## src/rtl/alu_seq.sv

```systemverilog
// alu_seq: request/response ALU with single-cycle ops and an optional 32-step shift-add multiply.
// Defining ALU_SEQ_MUL_EN builds the MUL state, step counter and accumulator.

`ifndef ALU_SEQ_DEFINES_VH
`define ALU_SEQ_DEFINES_VH
`define ADD 5'd0
`define SUB 5'd1
`define LSF 5'd2
`define RSF 5'd3
`define AND 5'd4
`define OR  5'd5
`define XOR 5'd6
`define LHI 5'd7
`define LD  5'd8
`define ST  5'd9
`define MUL 5'd10
`define JLT 5'd16
`define JLE 5'd17
`define JEQ 5'd18
`define JNE 5'd19
`define JIN 5'd20
`define HLT 5'd24
`endif

module alu_seq (
    input  logic        clk,
    input  logic        reset,
    input  logic        start,
    input  logic [4:0]  opcode,
    input  logic [31:0] alu0,
    input  logic [31:0] alu1,
    output logic [31:0] aluout,
    output logic        busy,
    output logic        done
);

    localparam int unsigned DW  = 32;
    localparam int unsigned OPW = 5;

`ifdef ALU_SEQ_MUL_EN
    localparam int unsigned CW = 6;
    localparam logic [CW-1:0] LAST_STEP = CW'(DW - 1);

    typedef enum logic [1:0] {
        S_IDLE = 2'd0,
        S_MUL  = 2'd1,
        S_DONE = 2'd2
    } state_t;
`else
    typedef enum logic [0:0] {
        S_IDLE = 1'b0,
        S_DONE = 1'b1
    } state_t;
`endif

    state_t          state_q, state_d;
    logic [DW-1:0]   aluout_q, aluout_d;
    logic            busy_q, busy_d;
    logic            done_q, done_d;

`ifdef ALU_SEQ_MUL_EN
    logic [DW-1:0]   a_q, a_d;
    logic [DW-1:0]   b_q, b_d;
    logic [CW-1:0]   cnt_q, cnt_d;
    logic [DW-1:0]   acc_q, acc_d;
`endif

    // Single-cycle result; anything not listed (including LD/ST/JIN/HLT) yields zero.
    function automatic logic [DW-1:0] alu_single(input logic [OPW-1:0] op,
                                                 input logic [DW-1:0]  a,
                                                 input logic [DW-1:0]  b);
        logic [DW-1:0] r;
        r = '0;
        case (op)
            `ADD:    r = a + b;
            `SUB:    r = a - b;
            `LSF:    r = a << b[4:0];
            `RSF:    r = DW'($signed(a) >>> b[4:0]);
            `AND:    r = a & b;
            `OR:     r = a | b;
            `XOR:    r = a ^ b;
            `LHI:    r = {b[15:0], a[15:0]};
            `JLT:    r = DW'($signed(a) <  $signed(b));
            `JLE:    r = DW'($signed(a) <= $signed(b));
            `JEQ:    r = DW'(a == b);
            `JNE:    r = DW'(a != b);
            default: r = '0;
        endcase
        return r;
    endfunction

    always_comb begin
        state_d  = state_q;
        aluout_d = aluout_q;
`ifdef ALU_SEQ_MUL_EN
        a_d      = a_q;
        b_d      = b_q;
        cnt_d    = cnt_q;
        acc_d    = acc_q;
`endif
        case (state_q)
            S_IDLE: begin
                if (start) begin
`ifdef ALU_SEQ_MUL_EN
                    a_d = alu0;
                    b_d = alu1;
                    if (opcode == `MUL) begin
                        cnt_d   = '0;
                        acc_d   = '0;
                        state_d = S_MUL;
                    end else
`endif
                    begin
                        aluout_d = alu_single(opcode, alu0, alu1);
                        state_d  = S_DONE;
                    end
                end
            end
`ifdef ALU_SEQ_MUL_EN
            // One shift-add step per cycle on multiplier bit cnt; the 32nd step finishes.
            S_MUL: begin
                acc_d = acc_q + (b_q[cnt_q[4:0]] ? (a_q << cnt_q[4:0]) : '0);
                cnt_d = cnt_q + CW'(1);
                if (cnt_q == LAST_STEP) begin
                    aluout_d = acc_d;
                    state_d  = S_DONE;
                end
            end
`endif
            S_DONE:  state_d = S_IDLE;
            default: state_d = S_IDLE;
        endcase
        busy_d = (state_d != S_IDLE);
        done_d = (state_d == S_DONE);
    end

    always_ff @(posedge clk or posedge reset) begin
        if (reset) begin
            state_q  <= S_IDLE;
            aluout_q <= '0;
            busy_q   <= 1'b0;
            done_q   <= 1'b0;
`ifdef ALU_SEQ_MUL_EN
            a_q      <= '0;
            b_q      <= '0;
            cnt_q    <= '0;
            acc_q    <= '0;
`endif
        end else begin
            state_q  <= state_d;
            aluout_q <= aluout_d;
            busy_q   <= busy_d;
            done_q   <= done_d;
`ifdef ALU_SEQ_MUL_EN
            a_q      <= a_d;
            b_q      <= b_d;
            cnt_q    <= cnt_d;
            acc_q    <= acc_d;
`endif
        end
    end

    assign aluout = aluout_q;
    assign busy   = busy_q;
    assign done   = done_q;

endmodule
```

## config.mk

```make
export PLATFORM = sky130hd
export DESIGN_NAME = alu_seq
export DESIGN_NICKNAME = d
export VERILOG_FILES = /design/src/rtl/alu_seq.sv
export SDC_FILE = /design/constraint.sdc
export NUM_CORES = 1
export LEC_CHECK = 0
export ABC_AREA = 1
export ABC_CLOCK_PERIOD_IN_PS = 1740
export BUFFER_PORTS_ARGS = -buffer_cell sky130_fd_sc_hd__buf_2
export CAP_MARGIN = 20
export CORE_MARGIN = 3
export CORE_UTILIZATION = 40
export DETAILED_ROUTE_END_ITERATION = 6
export GPL_TIMING_DRIVEN = 1
export PLACE_DENSITY = 0.66
export SYNTH_ARGS = -nofsm -noshare
export SYNTH_HDL_FRONTEND = slang
export SYNTH_SLANG_ARGS = --single-unit
```

## constraint.sdc

```tcl
create_clock -name clk -period 1.74 [get_ports clk]
set_input_delay 0 -clock clk [delete_from_list [all_inputs] [get_ports clk]]
set_output_delay 0 -clock clk [all_outputs]
set_load 0.05 [all_outputs]
```

==> results.toml <==
[sta]
tightest_slew_ns = 0.625
maxSlewViolCount = 0
rsz0062_at_grt = "true"
slew_headroom = 0.583
hold_violations = 0
tns_ns = 0
final-setup-viol-count = 0
timing.fmax_mhz = 589
fin_skew_ns = 0.0148
period_share = 0.975
fin_crit_ns = 1.70

[die]
rows = 59
coreArea_mm2 = 0.0264
dieArea_mm2 = 0.0291
die_y_um = 171
initial_utilization = 0.411
ios = 106
fp.dieW_um = 171

[hold_path]
hold_class = "in -> reg"

[synth]
yosysTopAreaCell = "nand2_1"
syn_area_mm2 = 0.0108
avgSynthCellArea_um2 = 5.28
ys_ff_latch = 33
async_flop_share = 1.00
ys.flop_type = "dfrtp_1"
ys_types = 51
yosys-top-cells-area = "nand2_1 22%, nand3_1 20%, ha_1 11%"
synth_warnings = 0
syn_nets = 2226
synth_edf_count = 0
ys_seq_area_frac = 0.0762
yosys.area.top_type_share = 0.222
synth_cells = 2053

[worst_setup_path]
cp_common_cell = "nand2_1"
critPathLaunchType = "primary input"
cp_max_fo = 6
crit_end = "aluout[27]$_DFFE_PP0P_"
critical_path_buf_inv_count = 4
reg2reg_from = "done$_DFF_PP0_"
critical_path_required_ns = 1.92
r2r-end = "aluout[25]$_DFFE_PP0P_"
crit_type = "in -> reg"
r2r_cells = 4
crit_cells = 16
crit_chain = "buf_6 > clkinvlp_4 > ha_4 > nand2_2 > inv_1 > a21oi_1 > nand2_2 > inv_2 > o21bai_4 > nand2_2 > nand2_1 > nand2_1 > nand3_1 > nand3_2 > nand2_1 > nand2_1"
slowest_stage = "ha_4"
crit_arrival_ns = 1.87
crit_family = "simple AND/OR/NAND/NOR gates"
cp_slowest_stage_delay_ns = 0.40
critPathLaunch = "alu0[6]"
r2r_slack_ns = 0.51
crit_path_end_kind = "flip-flop"

[drt]
dr.pass1.iters = 6
top_layer = "met5"
remaining_drc_errors = 0
first_iter_violations = 2240
viasPerCell = 5.75
wire_per_inst_um = 21.6
wl_mm = 61.5
vias = 16300
final_antenna_net_count = 0
wl_met3_mm = 5.70
met2_wirelength_mm = 26.8
met1_length_mm = 25.3

[cells_and_area]
drive_above_1_share = 0.337
insertedDiodeCount = 0
fillers = 2744
fin_nets = 2677
areaGrowthSynthToFinish_pct = 48.1

[clock_network]
cts_tree = "built"
cts_root_buf = "clkbuf_16"
cts_num_sinks = 33
clk_pin_slew_ns = 0.06
htree_levels = 2
cts_made_buffers = 5
clockBufferDepth = 2
worstSkewPairLatency_ns = 0.30

[global_routing]
grt_pass1_vias = 14900
grt.total_usage = 0.404
grt_first_pass_wirelength_mm = 89.1
antenna_found_initial = 2
grt-ovfl-total = 0
grt_max_degree = 68

[flow_run]
drv_cap = 0

[place]
hpwl_mm = 50.1
portBuffers = 105
finalWeightedCongestion = 1.04

[pwr]
p_leak_nw = 8.63
vdd_drop_max_mv = 0.423
post-layout-total-power_mw = 7.08
power_density_mw_per_mm2 = 441

[outcome]
status = "complete, no violations"
-- worst min-delay path, cell delays in order --
cell	delay [ns]
buf_2	0.10
inv_1	0.05
nor2_2	0.04
buf_4	0.25
-- synth_stat cells, types with 8 or more instances --
library cell	number
nand2_1	642
a21oi_1	106
ha_1	99
o211ai_1	16
buf_4	14
inv_2	25
and2_1	8
nor2_2	15
o21ai_1	29
o21bai_1	14
buf_2	49
nand2_2	21
inv_1	216
nand3_1	425
nor3_1	12
nor2_1	136
nand4_1	17
clkbuf_1	22
o21ai_0	62
o22ai_1	38
dfrtp_1	33
-- flip-flops by register name, summed over array words and instances, names as in the netlist --
name	count
aluout	32
done	1
-- layout by cell type, fill, tap and decap left out, drive strengths merged, types with 3 or more instances in the layout --
cell type,count
ha,99
nor3,12
nor2,153
clkbuf,6
dfrtp,33
o21bai,15
and2,8
inv,240
o21a,3
o211ai,16
buf,537
or2,3
o22ai,38
o21ai,92
o221ai,3
nor4,3
nand4,17
nand2,664
a21oi,109
clkinvlp,3
nand3,429
-- report_power, final --
group,leakage (nW),switching (mW),internal [mW],total (mW)
sequential,0.444,0.0660,0.852,0.918
combinational,8.12,3.23,1.99,5.22
clock,0.0696,0.419,0.528,0.946
total,8.63,3.72,3.37,7.08
-- cell families (layout without fill, tap and decap cells) --
family                     Yosys count  after routing  synth area share
DFF                                 33             33            0.0762
xor gates and xnor gates             2              2           0.00162
adders and majority gates          101            101             0.118
buffers and inverters              337            789             0.134
AOI/OAI and AO/OA                  285            285             0.149
and+or+nand+nor                   1295           1295             0.521
-- how the worst min path moves through the flow --
stage	from	to	cells after the start
finish	start	done$_DFF_PP0_	4
global route	start	done$_DFF_PP0_	4
CTS	start	done$_DFF_PP0_	4
detailed placement	reset	done$_DFF_PP0_	3
global placement	reset	done$_DFF_PP0_	3
floorplan	reset	aluout[0]$_DFFE_PP0P_	1
-- per-stage QoR --
| stage | instance area [um^2] | setup WS, ns | std cells | hold slack, ns | utilization |
|---|---|---|---|---|---|
| 3_5_place_dp | 14700 | -0.467 | 2815 | 0.152 | 0.557 |
| 3_3_place_gp | 14700 | -0.413 | 2815 | 0.133 | 0.557 |
| 5_1_grt | 16100 | -0.125 | 2840 | 0.278 | 0.609 |
| 6_report | 16100 | 0.0428 | 2840 | 0.254 | 0.609 |
| 4_1_cts | 14900 | -0.00327 | 2824 | 0.242 | 0.567 |
| 2_1_floorplan | 11000 | -0.101 | 2053 | 0.129 | - |
-- layer usage --
metal,vias up,GRT usage
met4,2,0.197
met1,7553,0.543
met5,-,0
met3,156,0.0536
met2,950,0.636
li1,7671,-
-- timing repair --
| action | in CTS | in global routing |
|---|---|---|
| buffers inserted | 0 | 15 |
| endpoints found under the setup margin | 18 | 31 |
| endpoints found under the hold margin | 33 | 0 |
| hold buffers | 1 | 0 |
| pin swaps | 2 | 79 |
| gates cloned | 0 | 1 |
| gates resized for setup | 34 | 249 |
-- cell type report --
type | instances | area [um^2] | area share
Clock buffer | 5 | 125 | 0.00779
Clock inverter | 3 | 17.5 | 0.00109
Inverter | 242 | 943 | 0.0588
Multi-Input combinational cell | 1683 | 9660 | 0.601
Sequential cell | 33 | 826 | 0.0514
Tap cell | 335 | 419 | 0.0261
Timing Repair Buffer | 539 | 4070 | 0.253
Power figures use the tool's default switching activity.
